==> src/rtl/seg7_capture_pkg.sv <==
// Shared definitions for the 7-segment readback path: glyph table, blank code, FSM states.
package seg7_capture_pkg;

  // Segment order gfedcba, lit = 1.
  localparam logic [6:0] GLYPH [0:15] = '{
    7'h3F, 7'h06, 7'h5B, 7'h4F, 7'h66, 7'h6D, 7'h7D, 7'h07,
    7'h7F, 7'h6F, 7'h77, 7'h7C, 7'h39, 7'h5E, 7'h79, 7'h71
  };

  localparam logic [6:0] SEG_BLANK = 7'h00;

  typedef enum logic [1:0] {
    IDLE   = 2'd0,
    SETTLE = 2'd1,
    LOCKED = 2'd2
  } state_t;

endpackage

==> src/rtl/seg7_capture_if.sv <==
// Segment bus in, recovered digit and status out.
interface seg7_capture_if;
  logic [6:0] seg_in;
  logic [3:0] digit_out;
  logic       digit_valid;
  logic       digit_strobe;
  logic       blank;
  logic       invalid;
  logic       seq_err;
  logic [7:0] err_count;

  modport master (
    output seg_in,
    input  digit_out, digit_valid, digit_strobe, blank, invalid, seq_err, err_count
  );

  modport slave (
    input  seg_in,
    output digit_out, digit_valid, digit_strobe, blank, invalid, seq_err, err_count
  );
endinterface

==> src/rtl/seg7_decode.sv <==
// Combinational 7-segment pattern to hex digit decoder; flags blank and non-glyph patterns.
module seg7_decode
  import seg7_capture_pkg::*;
(
  input  logic [6:0] pattern,
  output logic       is_hex,
  output logic       is_blank,
  output logic [3:0] digit
);

  always_comb begin
    is_hex = 1'b0;
    digit  = 4'd0;
    for (int i = 0; i < 16; i++) begin
      if (pattern == GLYPH[i]) begin
        is_hex = 1'b1;
        digit  = 4'(i);
      end
    end
  end

  assign is_blank = (pattern == SEG_BLANK);

endmodule

==> src/rtl/seg7_capture.sv <==
// Recovers the hex digit shown on a 7-segment bus and checks it counts up 0..F.
// SEG7_CAPTURE_ACTIVE_LOW_EN: accept a common-anode (lit = 0) bus.
//
// state  | meaning
// IDLE   | no pattern change seen since reset
// SETTLE | candidate pattern being timed for stability
// LOCKED | candidate accepted, outputs reflect it
module seg7_capture
  import seg7_capture_pkg::*;
#(
  parameter int STABLE_CYCLES = 16,
  parameter int CNT_W         = 5
) (
  input  logic              clk,
  input  logic              rst_n,
  seg7_capture_if.slave     bus
);

  logic [6:0] sync1, sync2, seg_s;

`ifdef SEG7_CAPTURE_ACTIVE_LOW_EN
  // Flops hold the raw bus; resetting them to all-ones makes a dark bus read as blank.
  localparam logic [6:0] SYNC_RST = 7'h7F;
  assign seg_s = ~sync2;
`else
  localparam logic [6:0] SYNC_RST = 7'h00;
  assign seg_s = sync2;
`endif

  always_ff @(posedge clk or negedge rst_n) begin
    if (!rst_n) begin
      sync1 <= SYNC_RST;
      sync2 <= SYNC_RST;
    end else begin
      sync1 <= bus.seg_in;
      sync2 <= sync1;
    end
  end

  state_t           state, state_nxt;
  logic [6:0]       cand, cand_nxt;
  logic [CNT_W-1:0] cnt, cnt_nxt;
  logic             accept, change;

  always_ff @(posedge clk or negedge rst_n) begin
    if (!rst_n) begin
      state <= IDLE;
      cand  <= SEG_BLANK;
      cnt   <= '0;
    end else begin
      state <= state_nxt;
      cand  <= cand_nxt;
      cnt   <= cnt_nxt;
    end
  end

  always_comb begin
    state_nxt = state;
    cand_nxt  = cand;
    cnt_nxt   = cnt;
    accept    = 1'b0;
    change    = 1'b0;
    if (seg_s != cand) begin
      change    = 1'b1;
      cand_nxt  = seg_s;
      cnt_nxt   = '0;
      state_nxt = SETTLE;
    end else if (state == SETTLE) begin
      if (cnt == CNT_W'(STABLE_CYCLES - 1)) begin
        accept    = 1'b1;
        state_nxt = LOCKED;
      end else begin
        cnt_nxt = cnt + 1'b1;
      end
    end
  end

  logic       is_hex, is_blank;
  logic [3:0] digit;

  seg7_decode u_decode (
    .pattern  (cand),
    .is_hex   (is_hex),
    .is_blank (is_blank),
    .digit    (digit)
  );

  logic [3:0] digit_q;
  logic       valid_q, strobe_q, blank_q, invalid_q, seq_err_q, have_prev;
  logic [7:0] err_cnt_q;

  always_ff @(posedge clk or negedge rst_n) begin
    if (!rst_n) begin
      digit_q   <= 4'd0;
      valid_q   <= 1'b0;
      strobe_q  <= 1'b0;
      blank_q   <= 1'b0;
      invalid_q <= 1'b0;
      seq_err_q <= 1'b0;
      err_cnt_q <= 8'd0;
      have_prev <= 1'b0;
    end else begin
      strobe_q  <= 1'b0;
      seq_err_q <= 1'b0;
      if (change) begin
        valid_q   <= 1'b0;
        blank_q   <= 1'b0;
        invalid_q <= 1'b0;
      end else if (accept) begin
        valid_q   <= is_hex;
        blank_q   <= is_blank;
        invalid_q <= !is_hex && !is_blank;
        // Re-accepting the digit already shown is glitch recovery, not a new count.
        if (is_hex && (!have_prev || digit != digit_q)) begin
          digit_q   <= digit;
          strobe_q  <= 1'b1;
          have_prev <= 1'b1;
          if (have_prev && digit != digit_q + 4'd1) begin
            seq_err_q <= 1'b1;
            if (err_cnt_q != 8'hFF) err_cnt_q <= err_cnt_q + 8'd1;
          end
        end
      end
    end
  end

  assign bus.digit_out    = digit_q;
  assign bus.digit_valid  = valid_q;
  assign bus.digit_strobe = strobe_q;
  assign bus.blank        = blank_q;
  assign bus.invalid      = invalid_q;
  assign bus.seq_err      = seq_err_q;
  assign bus.err_count    = err_cnt_q;

endmodule
==> src/flat_wrapper.sv <==
// flat-port wrapper written by rule: the top's interface ports become plain ports
module seg7_capture_flat import seg7_capture_pkg::*;
#(
  parameter int STABLE_CYCLES = 16,
  parameter int CNT_W         = 5
)
  (clk, rst_n, bus_seg_in, bus_digit_out, bus_digit_valid, bus_digit_strobe, bus_blank, bus_invalid, bus_seq_err, bus_err_count);
  seg7_capture_if bus_i ();
  input  logic clk;
  input  logic rst_n;
  input wire logic [$bits(bus_i.seg_in)-1:0] bus_seg_in;
  output wire logic [$bits(bus_i.digit_out)-1:0] bus_digit_out;
  output wire logic [$bits(bus_i.digit_valid)-1:0] bus_digit_valid;
  output wire logic [$bits(bus_i.digit_strobe)-1:0] bus_digit_strobe;
  output wire logic [$bits(bus_i.blank)-1:0] bus_blank;
  output wire logic [$bits(bus_i.invalid)-1:0] bus_invalid;
  output wire logic [$bits(bus_i.seq_err)-1:0] bus_seq_err;
  output wire logic [$bits(bus_i.err_count)-1:0] bus_err_count;
  assign bus_i.seg_in = bus_seg_in;
  assign bus_digit_out = bus_i.digit_out;
  assign bus_digit_valid = bus_i.digit_valid;
  assign bus_digit_strobe = bus_i.digit_strobe;
  assign bus_blank = bus_i.blank;
  assign bus_invalid = bus_i.invalid;
  assign bus_seq_err = bus_i.seq_err;
  assign bus_err_count = bus_i.err_count;
  seg7_capture #(.STABLE_CYCLES(STABLE_CYCLES), .CNT_W(CNT_W)) u_core (.clk(clk), .rst_n(rst_n), .bus(bus_i));
endmodule
==> config.mk <==
export PLATFORM = sky130hd
export DESIGN_NAME = seg7_capture_flat
export DESIGN_NICKNAME = d
export VERILOG_FILES = /design/src/rtl/seg7_capture_pkg.sv /design/src/rtl/seg7_capture_if.sv /design/src/rtl/seg7_decode.sv /design/src/rtl/seg7_capture.sv /design/src/flat_wrapper.sv
export SDC_FILE = /design/constraint.sdc
export NUM_CORES = 1
export LEC_CHECK = 0
export ABC_CLOCK_PERIOD_IN_PS = 4500
export BUFFER_PORTS_ARGS = -buffer_cell sky130_fd_sc_hd__buf_2
export CORE_ASPECT_RATIO = 0.9
export CORE_MARGIN = 3
export CORE_UTILIZATION = 50
export DETAILED_ROUTE_END_ITERATION = 7
export GPL_TIMING_DRIVEN = 1
export PLACE_DENSITY = 0.79
export SLEW_MARGIN = 20
export SYNTH_ARGS = -nofsm -noshare
export SYNTH_HDL_FRONTEND = slang
export SYNTH_HIERARCHICAL = 1
export SYNTH_SLANG_ARGS = --single-unit
export TNS_END_PERCENT = 10
==> constraint.sdc <==
create_clock -name clk -period 4.5 [get_ports clk]
set_input_delay 0.45 -clock clk [delete_from_list [all_inputs] [get_ports clk]]
set_output_delay 0.45 -clock clk [all_outputs]
set_load 0.02 [all_outputs]
Yosys cells after proc, flatten, opt, wreduce, memory -nomap -nowiden. Index checks and enable logic that the tools add are counted.

Add/subtract/negate cells: 3. Multiply operators: 0. Divide/modulo/power cells: 0. $lt $le $gt $ge: 0. Equality and inequality tests: 23. Shift operators: 0. Muxes and demuxes: 54. Bitwise operators: 1. Reduce and logical (&&, ||, !) cells: 15.

Operators by type and width (number): $eq 7x7->1 const B (12); $mux 4 (14); $mux 1 (34); $mux 5 (3); $eq 7x3->1 const B (2); $eq 7x6->1 const B (2); $add 8x1->8 const B (1); $ne 4x4->1 (2); $ne 8x8->1 const B (1); $logic_not 7->1 (1); $ne 7x7->1 (1); $mux 2 (3); $reduce_bool 2->1 (3); $add 5x1->5 const B (1); $eq 5x4->1 const B (1); $reduce_and 5->1 (1); $add 4x1->4 const B (1); $reduce_and 2->1 (2); $logic_and 1x1->1 (3); $logic_not 1->1 (3); $reduce_and 3->1 (1); $eq 2x1->1 const B (1); $ne 2x1->1 const B (1); $logic_or 1x1->1 (1); $not 1->1 (1).

Register bits after elaboration: 46. Bits in latches: 0. Memory bits (writable): 0. ROM bits: 0. Bits of input ports: 9. Memories: 0.

Longest topological paths before layout. Gate-level depths: netlist of the first run.

Word-level depth: 22. Depth in mapped cells: 11. Mapped depth without buffers: 10.

Modules after synthesis. The synthesis of the first run kept the hierarchy.

Modules (own cells, without submodules): seg7_capture (instances 1, cells each 144, area each 1895.6 µm²); seg7_decode (instances 1, cells each 56, area each 404.1 µm²).

Worst setup path before layout of the first run. No wires, ideal clock.

Path type: reg2reg. Start point: register u_core.cand[5]. End point: register u_core.err_cnt_q[1], in the netlist u_core/bus.err_count[1]. Data arrival time: 2.553 ns. Required time: 4.373 ns. Path slack: 1.820 ns. Stages on the path, launching flop included: 11. Path buffers: 0. Clock period less this slack: 2.680 ns. Cell sequence: dfrtp_1 -> or3b_1 -> o32ai_2 -> a21oi_2 -> inv_1 -> xnor2_2 -> xor2_1 -> nor3_1 -> or4_4 -> nor2_4 -> mux2_1.

Elaborated cells between the ends (all ways): 57. Classes of those cells: 19 x eq/ne; 33 x mux; 1 x bitwise; 4 x reduce/logical.

RTL lines: from (decl) (RTL line seg7_capture.sv:41) `logic [6:0] cand, cand_nxt;`; from (signal assigned) (RTL line seg7_capture.sv:52) `cand <= cand_nxt;`; $eq 7x7->1 (RTL line seg7_decode.sv:15) `if (pattern == GLYPH[i]) begin`; $mux 4 (12 in a row) (RTL line seg7_decode.sv:15); $mux 4 (*) (RTL line seg7_decode.sv:15); net u_core.digit[3] (RTL line seg7_capture.sv:79) `logic [3:0] digit;`; $ne 4x4->1 (RTL line seg7_capture.sv:114) `if (is_hex && (!have_prev || digit != digit_q)) begin`; $logic_or 1x1->1 (RTL line seg7_capture.sv:114); $logic_and 1x1->1 (RTL line seg7_capture.sv:114); $reduce_and 5->1 (no line) (*); to (signal assigned) (RTL line seg7_capture.sv:120) `if (err_cnt_q != 8'hFF) err_cnt_q <= err_cnt_q + 8'd1;`; to (decl) (RTL line seg7_capture.sv:90) `logic [7:0] err_cnt_q;`.

The timed path passes the listed nets; every way through them passes the cells marked *. A chain may end at the register's enable or synchronous reset.

Worst setup path in the final report of the first run. Ends and elaborated chain as after synthesis.

==> impl.org, run 1 <==
** Status
- Result of the run :: finished, final reports clean

** Worst setup path
- Capturing element type of the critical path :: flop
- Cells along the critical path :: or3b_1 > o32ai_2 > nand2_1 > nand2_1 > xnor2_1 > xnor2_1 > nor3_1 > or4_4 > nor2_4 > mux2_1
- Arrival time reported for the critical path endpoint :: ~3.2 ns
- Largest driver fanout on the critical path :: 16
- Cell type of the slowest stage on the worst timing path :: or4_4
- Peak per-stage delay on the critical path :: approximately 0.6 ns
- The worst setup path is of the flop to flop kind.
- STA puts the critical path data required time at 4.69 ns.
- Kind of start point of the critical path :: flop

** Drt
- Number of nets still failing antenna checks after routing :: 0
- For this run, design rule violations remaining after detail routing come to 0.
- For this block, the initial DRC count from the detailed router was 74.
- The routed layout has roughly 1,500 vias.
- Post-Route WL :: around 3.7 mm
- Mean number of vias per cell :: 5.38
- Length of the first detailed-routing pass in iterations :: 4
- Average wire length per cell after detail routing :: approximately 13 um

** Place
- Once detailed placement completed, the half-perimeter wirelength came to 2.62 mm.
- Port buffering added 25 buffers.
- Post-place setup slack :: 1.51 ns
- Cell count after placement :: 270
- Routability-driven placement finished with a final weighted congestion of ~0.8.

** Timing
- For the final routed database, the setup TNS stands at 0 ns.
- The final hold violation count is 0.
- Layout Skew :: 0.00325 ns
- The max-slew violation total from the final report came to 0.
- Setup slack closes at around 1.5 ns.
- Setup repair after global routing left no endpoint under its margin.
- Final worst-path cycle share :: 0.675
- Worst hold slack :: between 0.2 and 0.3 ns
- Setup violations, final :: 0
- In this run the tightest slew margin relative to its limit is 0.366.
- At the pin with the least slew margin, the transition time is 0.951 ns.
- Maximum clock rate :: 329 MHz
- Clock period minus worst slack :: between 3 and 4 ns

** Die
- The die covers about 5500 um^2.
- Vertical die dimension :: between 70 and 80 um
- Placement Rows :: 22
- Core area :: 4240 um^2
- The die is 77.5 um wide.
- IO Pins :: 26
- Starting density of the core :: 0.543

** Logic synthesis
- Async SR Flop Fraction :: 1.00
- Most frequently used flop master after synthesis :: dfrtp_1
- The Yosys step of the flow raised 6 warnings.
- The synthesized design contains between 40 and 50 register bits.
- The share of the Yosys chip area taken by registers is 0.501.
- Count of flip-flops with a built-in enable after synthesis :: 0
- Post-Syn Area :: ~2300 um^2
- A synthesized cell averages roughly 11 um^2.
- In this run, distinct cell masters in the synthesized netlist total between 50 and 60.
- Net Count, Synth :: between 200 and 250
- Synthesis produced 200 cells.

** Clock tree
- After clock tree synthesis, the repair step resized 0 gates.
- Post-CTS timing repair inserted 0 buffers for setup.
- TritonCTS built the clock tree.
- Clock sink count :: 46
- Clock tree synthesis inserted a total of 5 buffers.
- The H-tree was split into 2 levels.
- Insertion delay to the later sink of the worst-skew pair :: about 0.30 ns
- After clock tree synthesis, the flow added hold-fix buffers numbering 0.
- Clock tree synthesis selected as its root buffer the cell clkbuf_8.
- Counting along the longest clock path gives a buffer depth of 2.
- Clock slew seen by the registers of the worst setup and hold paths :: ~0.090 ns

** Power
- Part of the power in the clock network :: 0.388
- Switch share :: 0.230
- The share of total power dissipated in sequential elements is 0.556.
- Power spread over the standard cell area amounts to 313 nW/um^2.
- In this run the static leakage power is about 0.0012 uW.
- P_sw :: approximately 180 uW
- Internal Pwr Total :: just over 600 uW
- VDD sags by at most approximately 0.26 mV.
- The share of total power dissipated in combinational logic is 0.056.

** GRT
- Largest net degree at the start of global routing :: 47
- The number of antenna violations at the first check in global routing came to 0.
- In the global route stage, overall resource usage came out at 0.151.
- The via count of the first global-routing pass is ~1,500.
- The first global-routing pass estimated roughly 6.6 mm of wire.
- Remaining global-route overflow :: 0

** Cells and area
- Total Nets Final :: 230
- 0 antenna diodes ended up in the layout.
- Of the cells placed in the final design, the portion with a size suffix greater than 1 is 0.257.
- Once layout is complete, the cells apart from fillers number between 200 and 300.
- Relative to the synthesized area, the layout overhead comes to 9.68%.

** Hold path
- Class of the most critical hold timing path :: primary input to flop

** Run
- Max-cap check violation count :: 0
stage by stage:
step                 util  power [uW]  instance area [um^2]
floorplan               -         480                  2300
global placement    0.568         490                  2410
detailed placement  0.568         492                  2410
CTS                 0.595         800                  2520
global route        0.595         824                  2520
finish              0.595         789                  2520
critical path, delay by kind of cell, from the launching register on:
kind | cells | cell delay [ns]
XOR/XNOR | 2 | 0.32
AO/OA/AOI/OAI | 1 | 0.20
flip-flops | 1 | 0.57
AND/OR/NAND/NOR | 6 | 1.52
multiplexers | 1 | 0.32
layout make-up:
class,instances,area [um^2]
clock buffer,5,68.8
timing repair buffer,25,125
multi-input combinational,134,1040
clock inverter,3,43.8
tap,60,75.1
inverter,5,18.8
sequential,46,1150
fill,361,1720
cells by family (layout without fill, tap and decap cells):
family,count (synthesis),in the layout,synth area share
compound gates,20,20,0.0626
xor+xnor,25,25,0.102
fa+ha+maj,4,4,0.0218
buf+inv,20,38,0.0473
flops,46,46,0.501
mux,8,8,0.0381
simple gates,77,77,0.228
worst paths after layout:
path	slack, ns	start	depth (start not counted)	endpoint
worst max-delay path	1.46	u_core/cand[5]	10	u_core/bus.err_count[1]
worst max register to register	1.46	u_core/cand[5]	10	u_core/bus.err_count[1]
max in group asynchronous	3.61	rst_n	1	u_core/bus.digit_out[2]
min in group asynchronous	0.30	rst_n	1	u_core/sync1[2]
worst min-delay path	0.25	bus_seg_in[3]	1	u_core/sync1[3]
worst min register to register	0.35	u_core/sync1[2]	0	u_core/seg_s[2]
placed cells by master, fill, tap and decap left out, types with 2 or more instances in the layout:
cell type  Yosys  routed
inv_2          2       2
o32a_1         2       2
a21oi_1        6       6
nor3_2         3       3
nor4b_1        2       2
mux2i_1        2       2
dfrtp_1       46      46
nor4_4         2       2
clkbuf_8       0       5
xor2_1        16      16
mux2_1         6       6
ha_1           4       4
nand2b_1       2       2
o21ai_1        2       2
nand2_1       10      10
nand3_1        9       9
nand4_1        5       5
nor3_1         4       4
nor3b_2        2       2
buf_2          3      25
xnor2_2        2       2
and3_1         5       5
nand3_2        2       2
inv_1          3       3
nand3b_1       2       2
xnor2_1        7       7
nor2_1        13      13
a31oi_1        3       3
metal layers:
metal,GRT usage,vias up,routed length [um]
met2,0.235,44,1710
met3,0.0387,6,211
met4,0.0711,0,77
met5,0,-,0
li1,-,727,-
met1,0.197,720,1750
synth_stat cells (all sizes together), types with 3 or more instances:
| cell | instances | area share |
|---|---|---|
| mux2 | 6 | 0.029 |
| buf | 8 | 0.028 |
| xor2 | 16 | 0.061 |
| nand4 | 5 | 0.014 |
| dfrtp | 46 | 0.50 |
| nor2 | 14 | 0.026 |
| nand2 | 11 | 0.019 |
| xnor2 | 9 | 0.041 |
| a31oi | 3 | 0.0082 |
| nor4b | 3 | 0.014 |
| a21oi | 7 | 0.017 |
| nor3 | 7 | 0.022 |
| clkbuf | 7 | 0.011 |
| ha | 4 | 0.022 |
| nand3 | 11 | 0.028 |
| nand3b | 3 | 0.011 |
| nor3b | 3 | 0.014 |
| inv | 5 | 0.0082 |
| nor4 | 4 | 0.027 |
| and3 | 5 | 0.014 |
state kept, by name, summed over array words and instances (netlist names):
name and count:
u_core/cand 7, u_core/bus.err_count 8, u_core/have_prev 1, u_core/bus.blank 1, u_core/state 2, u_core/bus.digit_out 4, u_core/sync1 7, u_core/bus.digit_valid 1
u_core/seg_s 7, u_core/bus.seq_err 1, u_core/cnt 5, u_core/bus.digit_strobe 1, u_core/bus.invalid 1
power by group through the flow:
| stage | Clock [uW] | Combinational (uW) | Sequential [uW] |
|---|---|---|---|
| 6_report | 306 | 44.0 | 439 |
| 5_1_grt | 334 | 49.3 | 441 |
| 4_1_cts | 316 | 44.6 | 439 |
| 3_5_place_dp | 0 | 44.4 | 447 |
| 3_3_place_gp | 0 | 43.4 | 446 |
| 2_1_floorplan | 0 | 42.2 | 437 |
Power figures use the tool's default switching activity.
==> inputs of run 2 (changes only) <==
- ABC_CLOCK_PERIOD_IN_PS: 4500 -> 2700
- PLACE_DENSITY: 0.79 -> 0.82
- clock period: 4.5 -> 2.7 ns (I/O delays scaled with it)
==> run 2 against run 1 <==
The run now ends with setup timing left; register-to-register slack got worse by 1.6 ns; utilization is 6.3 points higher; design area increased by 11%; sequential power is 65% higher; global-route usage is 2.1 points higher; clock power increased by 68%; flip-flop and latch count is the same; cell count grew 10%; routed wire length grew 13%.
==> impl.org, run 2 (same netlist as run 1, synthesis figures left out) <==
** Status
- Result of the run :: complete, but fails checks
- Violated checks :: setup timing

** Clock tree
- The number of levels the H-tree was split into is 2 (unchanged).
- The later-pin clock latency in the skew report is 0.30 ns (about the same).
- The number of CTS-inserted buffers was 5 (unchanged).
- The count of hold-fix buffers inserted at cts came to 0 (unchanged).
- Clock tree root buffer cell :: clkbuf_8
- CTS tree :: yes
- The maximum count of clock buffers along a single path was 2 (unchanged).
- Clock slew seen by the registers of the worst setup and hold paths :: 0.09 ns (about the same)
- Clock sink count :: 46 (unchanged)

** Die
- The top-level I/O count came to 26 (unchanged).
- The placeable core area came to 4240 um^2 (unchanged).
- Vertical die dimension :: 70.3 um (unchanged)
- The starting density of the core was 0.543 (unchanged).
- The area enclosed by the die boundary was 5450 um^2 (unchanged).
- Placement Rows :: 22 (unchanged)
- The width of the die is 77.5 um (unchanged).

** Place
- The number of input and output port buffers inserted came to 25 (unchanged).
- The instance area at placement was 2610 um^2 (+8.1%).
- Weighted congestion at the end of routability-driven global placement :: 0.893 (+15%)
- Cell count after placement :: 296 (+9.6%)
- The placed wire-length estimate was 2.86 mm (+9.0%).

** Run
- The number of max-cap violations is 0 (unchanged).

** Worst setup path
- Arrival time reported for the critical path endpoint :: 2.98 ns (-0.24 ns)
- The worst setup path is launched from a flop.
- By startpoint and endpoint, the worst setup path is classified as flop to flop.
- The worst setup path is captured at a flop.
- In this run the worst setup path begins at u_core/cand[4].
- The top fanout value on the critical path was 8 (-8).
- The worst endpoint required time was 2.89 ns (-1.80 ns).
- Worst flop-to-flop path startpoint :: u_core/cand[4]

** Power
- The highest ir drop seen on vdd came to 0.327 mV (+25%).
- The total power per unit cell area is 485 nW/um^2 (+55%).
- The static leakage power came to 0.00133 uW (+12%).

** Drt
- The average vias per placed instance came to 5.37 (-0.19%).
- The final antenna-violating net count is 0 (unchanged).
- The violation count after the first detailed-route iteration was 86 (+16%).
- The via count came to 1,650 (+10%).
- The residual DRC count came to 0 (unchanged).
- The first-pass iteration count of the detailed router came to 4 (unchanged).
- The average wire length per cell after detail routing came to 13.7 um (+1.9%).
- The wire length after detailed routing is 4.22 mm (+13%).

** GRT
- The residual overflow from global routing is 0 (unchanged).
- Antenna violations before repair :: 0 (unchanged)
- The total routing resource utilization after global routing was 0.172 (+0.0210).
- Vias in the first global route :: 1,669 (+13%)
- The global-route wire length before repair came to 7.39 mm (+12%).
- Largest net degree at the start of global routing :: 47 (unchanged)

** Timing
- The tightest slew margin relative to the limit came to 0.374 (+0.00834).
- Setup violations, final :: 1 (+1)
- The post-route minimum period was 2.79 ns (-0.245 ns).
- Final slew viol count :: 0 (unchanged)
- The final clock skew came to 0.00820 ns (+0.00495 ns).
- Final hold violations :: 0 (unchanged)
- Final worst-path cycle share :: 1.03 (+0.359)
- The transition time at the pin with the least slew margin came to 0.939 ns (-0.0125 ns).
- Setup repair after global routing could not meet its margin everywhere.
- Crit path setup slack, layout :: -0.0909 ns (-1.55 ns)
- The setup TNS after final layout is -0.0909 ns (-0.0909 ns).
- Maximum clock rate :: 358 MHz (+8.8%)

** Cells and area
- The area growth from synthesis to layout is 21.3%.
- Antenna cell count :: 0 (unchanged)
- The number of nets in the layout was 259 (+13%).
- Most used cells in the layout excluding fill and tap cells :: dfrtp_1, buf_4, buf_2
- The count of placed standard cells in the final layout, fillers left out is 307 (+10%).
- Post-route cell area :: 2790 um^2 (+11%)
- Fraction of final layout cells with drive strength greater than 1 :: 0.393 (+0.136)
- The flip-flop count of the largest register after layout is 8 (unchanged).
- The library cell used most frequently in the layout, excluding fill and tap cells, is dfrtp_1.

** Hold path
- The worst hold path belongs to the class primary input to flop.
- The worst hold path begins at bus_seg_in[6].
-- run 2: final timing paths --
| kind | slack, ns | to | depth (start not counted) |
|---|---|---|---|
| setup / recovery | -0.09 | u_core/bus.err_count[1] | 10 |
| hold / removal | 0.07 | u_core/sync1[6] | 1 |
| setup reg to reg | -0.09 | u_core/bus.err_count[1] | 10 |
| hold reg to reg | 0.35 | u_core/seg_s[5] | 0 |
| max in group asynchronous | 1.94 | u_core/cand[5] | 1 |
| min in group asynchronous | 0.10 | u_core/bus.digit_out[1] | 1 |
-- run 2: report_power, final --
group | internal, uW | switching (uW) | total, uW | leakage (uW)
Combinational | 53.5 | 58.4 | 112 | 0.000686
Clock | 277 | 238 | 515 | 0.0000585
Sequential | 705 | 21.2 | 726 | 0.000584
Total | 1040 | 317 | 1350 | 0.00133
-- run 2: metrics by stage --
stage / setup slack [ns] / power, uW / hold slack, ns / utilization
2_1_floorplan: 0.0198 / 799 / -0.0256 / -
3_3_place_gp: -0.0507 / 837 / 0.332 / 0.615
3_5_place_dp: -0.134 / 841 / 0.338 / 0.615
4_1_cts: -0.0594 / 1370 / 0.0632 / 0.652
5_1_grt: -0.210 / 1410 / 0.0547 / 0.658
6_report: -0.0909 / 1350 / 0.0729 / 0.658
-- run 2: timing repair --
| action | in CTS | in global routing |
|---|---|---|
| setup endpoints to repair | 8 | 11 |
| buffers inserted | 2 | 1 |
| pin swaps | 1 | 2 |
| gates resized for setup | 10 | 3 |
-- run 2: per-layer routing --
layer | GRT usage | routed length (um)
met1 | 0.222 | 1860
met2 | 0.262 | 2040
met3 | 0.0503 | 230
met4 | 0.0889 | 90
met5 | 0 | 0
-- run 2: area by class of cell --
type	instances	area [um^2]
Multi-Input combinational cell	134	1080
Fill cell	334	1450
Timing Repair Buffer	54	343
Inverter	5	18.8
Clock inverter	3	43.8
Tap cell	60	75.1
Sequential cell	46	1160
Clock buffer	5	68.8
-- run 2: critical path, cell delays in order, from the launching register on --
cell and delay, ns:
dfrtp_1 0.48, or4_1 0.59, nand2_1 0.10, a31oi_1 0.10
nand3_2 0.10, inv_1 0.05, nor2_1 0.15, nand4_1 0.16
or4_4 0.52, nor2_4 0.12, mux2_1 0.32
